[config.mk]
export PLATFORM = sky130hd
export DESIGN_NAME = k423_hzd_ctrl
export DESIGN_NICKNAME = d
export VERILOG_FILES = /design/src/rtl/k423_hzd_pkg.sv /design/src/rtl/k423_scoreboard.sv /design/src/rtl/k423_hzd_ctrl.sv
export SDC_FILE = /design/constraint.sdc
export NUM_CORES = 1
export LEC_CHECK = 0
export CELL_PAD_IN_SITES_DETAIL_PLACEMENT = 0
export CELL_PAD_IN_SITES_GLOBAL_PLACEMENT = 1
export CORE_MARGIN = 2
export CORE_UTILIZATION = 45
export CTS_BUF_LIST = sky130_fd_sc_hd__clkbuf_4
export DETAILED_ROUTE_END_ITERATION = 6
export HOLD_SLACK_MARGIN = 0.12
export PLACE_DENSITY = 0.95
export SYNTH_ARGS = -nofsm -noshare
export SYNTH_HDL_FRONTEND = slang
export SYNTH_SLANG_ARGS = --single-unit
[constraint.sdc]
create_clock -name clk_i -period 7 [get_ports clk_i]
set_input_delay 1.75 -clock clk_i [delete_from_list [all_inputs] [get_ports clk_i]]
set_output_delay 1.75 -clock clk_i [all_outputs]
set_load 0.005 [all_outputs]
[src/rtl/k423_hzd_pkg.sv]
// Shared constants and types for the k423 hazard/control slice.
// Stage indices name the pipe register that feeds each stage (0 is the PC).
package k423_hzd_pkg;

   localparam int NSTAGE_DEF = 4;
   localparam int RIDX_W_DEF = 5;

   localparam int STG_PC    = 0;
   localparam int STG_IF_ID = 1;
   localparam int STG_ID_EX = 2;
   localparam int STG_EX_WB = 3;

   typedef logic [NSTAGE_DEF-1:0] stg_vec_t;

endpackage

[src/rtl/k423_scoreboard.sv]
// Per-register pending scoreboard for long-latency results, with outstanding
// op limit, writeback bypass and a sticky error for unmatched completions.
module k423_scoreboard #(
   parameter int RIDX_W   = 5,
   parameter int MAX_PEND = 2
) (
   input  logic              clk_i,
   input  logic              rst_n_i,
   input  logic              rs1_vld_i,
   input  logic [RIDX_W-1:0] rs1_idx_i,
   input  logic              rs2_vld_i,
   input  logic [RIDX_W-1:0] rs2_idx_i,
   input  logic              issue_i,
   input  logic              rd_vld_i,
   input  logic [RIDX_W-1:0] rd_idx_i,
   input  logic              rd_long_i,
   input  logic              done_i,
   input  logic [RIDX_W-1:0] done_idx_i,
   output logic              hazard_o,
   output logic              sb_err_o
);

   localparam int NREG = 1 << RIDX_W;
   localparam int PCW  = $clog2(MAX_PEND + 1);
   localparam logic [PCW-1:0] MAX_CNT = PCW'(MAX_PEND);
   localparam logic [NREG-1:0] X0_MASK = NREG'(1);

   logic [NREG-1:0] pend_reg, pend_next, pend_eff, done_mask, set_mask;
   logic [PCW-1:0]  cnt_reg, cnt_next;
   logic            err_reg, err_next;
   logic            long_iss, issue_ok, raw_hz, waw_hz, struct_hz;

   always_comb begin
      done_mask = '0;
      if (done_i)
         done_mask[done_idx_i] = 1'b1;
      // A result written back this cycle is already visible through the regfile.
      pend_eff  = pend_reg & ~done_mask;

      long_iss  = issue_i & rd_vld_i & rd_long_i;
      raw_hz    = (rs1_vld_i & pend_eff[rs1_idx_i]) | (rs2_vld_i & pend_eff[rs2_idx_i]);
      waw_hz    = long_iss & pend_eff[rd_idx_i];
      struct_hz = long_iss & (cnt_reg == MAX_CNT) & ~done_i;
      hazard_o  = raw_hz | waw_hz | struct_hz;
      issue_ok  = long_iss & ~hazard_o;

      set_mask = '0;
      if (issue_ok)
         set_mask[rd_idx_i] = 1'b1;
      // Set wins over a same-cycle clear of the same index; x0 is never pending.
      pend_next = (set_mask | (pend_reg & ~done_mask)) & ~X0_MASK;

      cnt_next = cnt_reg;
      err_next = err_reg;
      if (done_i && cnt_reg == '0)
         err_next = 1'b1;
      if (issue_ok && !done_i)
         cnt_next = cnt_reg + 1'b1;
      else if (!issue_ok && done_i && cnt_reg != '0)
         cnt_next = cnt_reg - 1'b1;
   end

   always_ff @(posedge clk_i or negedge rst_n_i) begin
      if (!rst_n_i) begin
         pend_reg <= '0;
         cnt_reg  <= '0;
         err_reg  <= 1'b0;
      end else begin
         pend_reg <= pend_next;
         cnt_reg  <= cnt_next;
         err_reg  <= err_next;
      end
   end

   assign sb_err_o = err_reg;

endmodule

[src/rtl/k423_hzd_ctrl.sv]
// Pipeline hazard/control unit: per-register stall/clear vectors from decode
// hazards, memory wait and redirects, plus saturating performance counters.
module k423_hzd_ctrl
   import k423_hzd_pkg::*;
#(
   parameter int NSTAGE   = NSTAGE_DEF,
   parameter int ID_STAGE = STG_IF_ID,
   parameter int BR_STAGE = STG_EX_WB,
   parameter int RIDX_W   = RIDX_W_DEF,
   parameter int MAX_PEND = 2,
   parameter int CNT_W    = 32
) (
   input  logic              clk_i,
   input  logic              rst_n_i,
   input  logic              id_rs1_vld_i,
   input  logic [RIDX_W-1:0] id_rs1_idx_i,
   input  logic              id_rs2_vld_i,
   input  logic [RIDX_W-1:0] id_rs2_idx_i,
   input  logic              id_issue_i,
   input  logic              id_rd_vld_i,
   input  logic [RIDX_W-1:0] id_rd_idx_i,
   input  logic              id_rd_long_i,
   input  logic              wb_long_done_i,
   input  logic [RIDX_W-1:0] wb_long_idx_i,
   input  logic              ex_mem_busy_i,
   input  logic              wb_bju_br_tkn_i,
   input  logic              wb_excp_br_tkn_i,
   output logic [NSTAGE-1:0] pcu_stall_o,
   output logic [NSTAGE-1:0] pcu_clear_o,
   output logic              sb_err_o,
   output logic [CNT_W-1:0]  perf_stall_cyc_o,
   output logic [CNT_W-1:0]  perf_flush_cnt_o
);

   logic             hazard, flush;
   logic [CNT_W-1:0] stall_cyc_reg, flush_cnt_reg;

   k423_scoreboard #(
      .RIDX_W   (RIDX_W),
      .MAX_PEND (MAX_PEND)
   ) u_sb (
      .clk_i      (clk_i),
      .rst_n_i    (rst_n_i),
      .rs1_vld_i  (id_rs1_vld_i),
      .rs1_idx_i  (id_rs1_idx_i),
      .rs2_vld_i  (id_rs2_vld_i),
      .rs2_idx_i  (id_rs2_idx_i),
      .issue_i    (id_issue_i),
      .rd_vld_i   (id_rd_vld_i),
      .rd_idx_i   (id_rd_idx_i),
      .rd_long_i  (id_rd_long_i),
      .done_i     (wb_long_done_i),
      .done_idx_i (wb_long_idx_i),
      .hazard_o   (hazard),
      .sb_err_o   (sb_err_o)
   );

   assign flush = wb_bju_br_tkn_i | wb_excp_br_tkn_i;

   // Priority per index: redirect (up to BR_STAGE) > memory wait > decode hazard.
   for (genvar gi = 0; gi < NSTAGE; gi++) begin : g_stg
      localparam bit IN_BR  = (gi <= BR_STAGE);
      localparam bit FL_CLR = (gi >= 1) && (gi <= BR_STAGE);
      localparam bit IN_ID  = (gi <= ID_STAGE);
      localparam bit BUBBLE = (gi == ID_STAGE + 1);

      assign pcu_stall_o[gi] = (flush && IN_BR) ? 1'b0 :
                               ex_mem_busy_i    ? 1'b1 : (hazard && IN_ID);
      assign pcu_clear_o[gi] = (flush && IN_BR) ? FL_CLR :
                               ex_mem_busy_i    ? 1'b0 : (hazard && BUBBLE);
   end

   always_ff @(posedge clk_i or negedge rst_n_i) begin
      if (!rst_n_i) begin
         stall_cyc_reg <= '0;
         flush_cnt_reg <= '0;
      end else begin
         if ((|pcu_stall_o) && stall_cyc_reg != '1)
            stall_cyc_reg <= stall_cyc_reg + 1'b1;
         if (flush && flush_cnt_reg != '1)
            flush_cnt_reg <= flush_cnt_reg + 1'b1;
      end
   end

   assign perf_stall_cyc_o = stall_cyc_reg;
   assign perf_flush_cnt_o = flush_cnt_reg;

endmodule
Word level (Yosys, flattened, before mapping)

Index checks and enable logic that the tools add are counted.

$add $sub $neg: 4
Magnitude comparators: 6
Eq/ne operators: 3
Mux-type cells: 21
Bitwise gates (word level): 17
Reductions and logical operators: 14

Operators with widths:

| operator              | count |
|---|---|
| $add 32x1->32 const B | 2 |
| $mux 32               | 2 |
| $ne 32x32->1 const B  | 2 |
| $and 32x32->32        | 1 |
| $not 32->32           | 1 |
| $or 32x32->32         | 1 |
| $lt 5x6->1 const B    | 4 |
| $bmux 1 s5            | 3 |
| $mux 1                | 12 |
| $demux 1 s5           | 2 |
| $ge 5x1->1 const B    | 2 |
| $and 1x1->1           | 8 |
| $logic_and 1x1->1     | 8 |
| $mux 2                | 2 |
| $or 1x1->1            | 4 |
| $reduce_bool 2->1     | 2 |
| $add 2x1->2 const B   | 1 |
| $eq 2x2->1 const B    | 1 |
| $logic_not 1->1       | 2 |
| $logic_not 2->1       | 1 |
| $not 1->1             | 2 |
| $reduce_or 2->1       | 1 |
| $sub 2x1->2 const B   | 1 |

Register bits: 98
Input bits: 31
Word-level logic and storage cells: 70

Logic depth before layout (Yosys ltp)

Depth in word-level cells: 20
Depth in mapped cells: 12

By module

A second synthesis with hierarchy kept.

Cells, all modules: 654
Area total of the unflattened synthesis: 6306.0 µm²

Modules (own cells, without submodules):

| module          | instances | cells an instance | area an instance (µm²) | seq. area each (µm²) |
|---|---|---|---|---|
| k423_hzd_ctrl   | 1         | 300               | 3216.8                 | 1601.5 |
| k423_scoreboard | 1         | 354               | 3089.2                 | 850.8 |

Least setup slack after synthesis

No wires, ideal clock.

Kind: input -> output
From: input port wb_long_idx_i[2]
To: output port pcu_stall_o[1]
Data arrival time: 4.125 ns
Path slack: 1.125 ns
Cell stages on the path: 12
Path through: buf_2 or4b_1 buf_2 o2111ai_1 o2111ai_1 o311ai_1 o2111ai_1 a211o_1 nor3b_2 buf_2 nor2_1 buf_4

Longest elaborated chain between the ends: 15

Ends and longest elaborated chain:

| what                                                           | RTL line              | source |
|---|---|---|
| from (decl)                                                    | k423_hzd_ctrl.sv:24   | `input logic [RIDX_W-1:0] wb_long_idx_i,` |
| $lt 5x6->1 (not written as such) or $ge 5x1->1 (tied branches) | k423_scoreboard.sv:36 | `done_mask[done_idx_i] = 1'b1;` |
| $logic_and 1x1->1 (not written as such)                        | k423_scoreboard.sv:36 |  |
| $mux 1 (not written as such)                                   | k423_scoreboard.sv:36 |  |
| $demux 1 s5 *                                                  | --                    |  |
| $mux 32 *                                                      | k423_scoreboard.sv:35 | `if (done_i)` |
| $not 32->32 *                                                  | k423_scoreboard.sv:38 | `pend_eff = pend_reg & ~done_mask;` |
| $and 32x32->32 *                                               | k423_scoreboard.sv:38 |  |
| $bmux 1 s5                                                     | k423_scoreboard.sv:41 | `raw_hz = (rs1_vld_i & pend_eff[rs1_idx_i]) \| (rs2_vld_i & pend_eff[rs2_idx_i]);` |
| $mux 1 (not written as such)                                   | k423_scoreboard.sv:41 |  |
| $and 1x1->1                                                    | k423_scoreboard.sv:41 |  |
| $or 1x1->1                                                     | k423_scoreboard.sv:41 |  |
| $or 1x1->1 * (2 in series)                                     | k423_scoreboard.sv:44 | `hazard_o = raw_hz \| waw_hz \| struct_hz;` |
| $mux 1 * (2 in series)                                         | --                    |  |
| to (decl)                                                      | k423_hzd_ctrl.sv:28   | `output logic [NSTAGE-1:0] pcu_stall_o,` |

Mark *: on every way between the ends. The rest lies on a longest branch, timed or not. The select of a mux whose other input is x is not followed.

Worst setup path after layout

From: input port wb_long_idx_i[3]
To: output port pcu_stall_o[1]

Longest elaborated chain between the ends: 15

Ends and longest elaborated chain:

| what                                                           | RTL line              | source |
|---|---|---|
| $lt 5x6->1 (not written as such) or $ge 5x1->1 (tied branches) | k423_scoreboard.sv:36 |  |
| $logic_and 1x1->1 (not written as such)                        | k423_scoreboard.sv:36 |  |
| $mux 1 (not written as such)                                   | k423_scoreboard.sv:36 |  |
| $demux 1 s5 *                                                  | --                    |  |
| $mux 32 *                                                      | k423_scoreboard.sv:35 |  |
| $not 32->32 *                                                  | k423_scoreboard.sv:38 |  |
| $and 32x32->32 *                                               | k423_scoreboard.sv:38 |  |
| $bmux 1 s5                                                     | k423_scoreboard.sv:41 |  |
| $mux 1 (not written as such)                                   | k423_scoreboard.sv:41 |  |
| $and 1x1->1                                                    | k423_scoreboard.sv:41 |  |
| $or 1x1->1                                                     | k423_scoreboard.sv:41 |  |
| $or 1x1->1 * (2 in series)                                     | k423_scoreboard.sv:44 |  |
| $mux 1 *                                                       | k423_hzd_ctrl.sv:68   | `ex_mem_busy_i ? 1'b1 : (hazard && IN_ID);` |
| $mux 1 *                                                       | k423_hzd_ctrl.sv:67   | `assign pcu_stall_o[gi] = (flush && IN_BR) ? 1'b0 :` |

Marks and branches as above.

==> flow_metrics.tcl <==
set metrics [dict create \
    clock_latency_ns 0.48 \
    grt.overflow.total 0 \
    min_period_ns 6.795 \
    seq_area_um2 2452 \
    finalWorstSetupSlack_ns 0.2047 \
    synthesis.nets 649 \
    p_leak_nw 3.234 \
    finalHoldViolations 0 \
    ir_worst_vdd_mv 0.1797 \
    start_util_pct 46.40 \
    ff2ff_path_depth 8 \
    dieWidth_um 118.5 \
    wirelength_um 19510 \
    syn-cell-area_um2 5903 \
    synth_top_area_share_pct 41.54 \
    yosys_warnings 0 \
    worst_pin_slew_ns 1.211 \
    rsz0062_at_grt "no" \
    dieArea_um2 14050 \
    syn2layout_area_growth_pct 25.50 \
    nFillCells 1156 \
    grt_pass1_vias 5613 \
    status "finished, final reports clean" \
    drtIter0Drc 473 \
    antenna_found_initial 0 \
    clk_pin_slew_ns 0.15 \
    hold_depth 1 \
    setup_tns_ns 0 \
    ys_seq_area_share_pct 41.54 \
    cts_inserted_buffers 9 \
    port-buffer-count 102 \
    core_um2 12720 \
    n_antenna_cell 0 \
    synth_edf_count 0 \
    yosysMostFrequentCell "dfrtp_1" \
    grt_max_degree 66 \
    ioPinCount 104 \
    fmax_mhz 147.2 \
    drive_above_1_share_pct 11.32 \
    min_path_type "reg2reg" \
    synthTopCellsByArea "dfrtp_1 (42%), xor2_1 (6.4%), xnor2_1 (3.3%)" \
    synth_area_leader_cell "dfrtp_1" \
    finalCritPeriodShare_pct 97.08 \
    clock-sinks 98 \
    clock_skew_ns 0.01426 \
    dr.pass1.iters 6 \
    gp_congestion 0.9935 \
    num_vias 5567 \
    die_h_um 118.5 \
    slew_headroom_pct 18.49 \
    cts_tree "yes" \
    avgSynthCellArea_um2 9.583 \
    maxCapViolCount 0 \
    nets 761 \
    cts-root-buf "clkbuf_4" \
    ys.flop_type "dfrtp_1" \
    setup_viol 0 \
    place_ws_ns 0.1584 \
    ant_nets 0 \
    netlist_instances 616 \
    critPathKind "in2out" \
    dp_hpwl_um 14500 \
    ys_async_sr_fraction_pct 100.0 \
    clock_path_buffers 2 \
    grt_use_total_pct 28.27 \
    wl_per_cell_um 21.56 \
    finalMaxSlewViolations 0 \
    endpoint_kind "output pin" \
    synthTopCellsByCount "dfrtp_1 (98), nand2_1 (49), xor2_1 (43)" \
    cp.arrival_ns 5.05 \
    htree_num_levels 3 \
    yosys_register_bits 98 \
    rows 41 \
    path_max_fanout 9 \
    critPathLaunchType "input pin" \
    powerDensity_nw_per_um2 194.9 \
    drc 0 \
    multi_input_area_um2 3263 \
    vias_per_cell 6.151 \
    crit_required_ns 5.25 \
    power_w 0.001444 \
    hold_ws_ns 0.5003 \
    grt_pass1_wl_um 31220 \
    yosysUniqueCellTypes 72 \
]
-- critical path: stages --
cell and delay (ns):
clkdlybuf4s50_1 0.55, or4b_1 0.70, o21ai_1 0.31, o2111ai_1 0.14, o311ai_1 0.42, nand4_1 0.19, a21oi_2 0.23, nor3b_4 0.23
nor2_1 0.07, clkdlybuf4s50_1 0.45
-- metrics by stage --
step	instances	utilization (%)	instance area [um2]
6_report	905	58.23	7408
5_1_grt	905	58.23	7408
4_1_cts	902	58.03	7382
3_3_place_gp	886	56.54	7193
3_5_place_dp	886	56.54	7193
2_1_floorplan	616	-	5903
-- cell usage in the layout (no fill, tap or decap), types with 6 or more instances in the layout --
master	synthesis	routed
o2111ai_1	17	17
inv_1	8	8
nand4_1	28	28
o21ai_0	31	29
and3_1	18	18
a21bo_1	9	9
nand3_1	31	31
a21bo_2	11	11
nor4_1	10	10
xnor2_1	22	22
dfrtp_1	98	98
o21a_1	6	6
nor2_1	34	34
nand2_1	49	49
a21o_1	6	6
nor3_1	22	22
buf_4	6	32
clkdlybuf4s50_1	0	101
o211ai_1	19	19
xor2_1	43	43
clkbuf_4	0	10
nor2b_1	16	16
-- logic make-up (layout without fill, tap and decap cells) --
group / count (synthesis) / after routing / share of synthesized area (%)
simple gates: 259 / 259 / 24.71
flops: 98 / 98 / 41.54
fa+ha+maj: 2 / 2 / 0.4238
xor+xnor: 65 / 65 / 9.644
buf+inv: 42 / 159 / 3.349
other cells: 1 / 1 / 0.06353
mux: 11 / 11 / 2.374
compound gates: 138 / 138 / 17.89
-- routing by layer --
layer	part of all wire, %	vias to the layer above	wire length [um]	track usage [%]
li1	-	2510	-	-
met1	43	2703	8328	38.17
met2	45	285	8686	43.50
met3	8.3	69	1618	5.888
met4	4.5	0	877	13.17
met5	0	-	0	0
-- layout make-up --
type                    instances  area share, %
clock buffers                  10          1.013
clock inverters                 6          1.537
inverters                      10         0.5067
multi-input cells             476          44.05
flip-flops and latches         98          33.10
well taps                     172          2.905
repair buffers                133          16.89
-- power by group --
part / switching (W) / total (W) / internal, W
combinational: 0.000180 / 0.000364 / 0.000185
sequential: 0.0000667 / 0.000693 / 0.000626
clock: 0.000200 / 0.000387 / 0.000187
-- path summary, 6_finish.rpt --
| kind | start | end | slack, ns |
|---|---|---|---|
| worst max-delay path | wb_long_idx_i[3] | pcu_stall_o[1] | 0.20 |
| worst min-delay path | perf_stall_cyc_o[29] | perf_stall_cyc_o[29] | 0.50 |
| worst max register to register | perf_flush_cnt_o[18] | perf_flush_cnt_o[21] | 3.46 |
| worst min register to register | perf_stall_cyc_o[29] | perf_stall_cyc_o[29] | 0.50 |
| max in group asynchronous | rst_n_i | perf_stall_cyc_o[8] | 4.58 |
| min in group asynchronous | rst_n_i | perf_flush_cnt_o[3] | 1.19 |
-- timing repair --
action	CTS	global route
resized for setup	0	3
hold buffers	0	0
endpoints found under the setup margin	0	3
buffers inserted	0	3
Power figures use the tool's default switching activity.
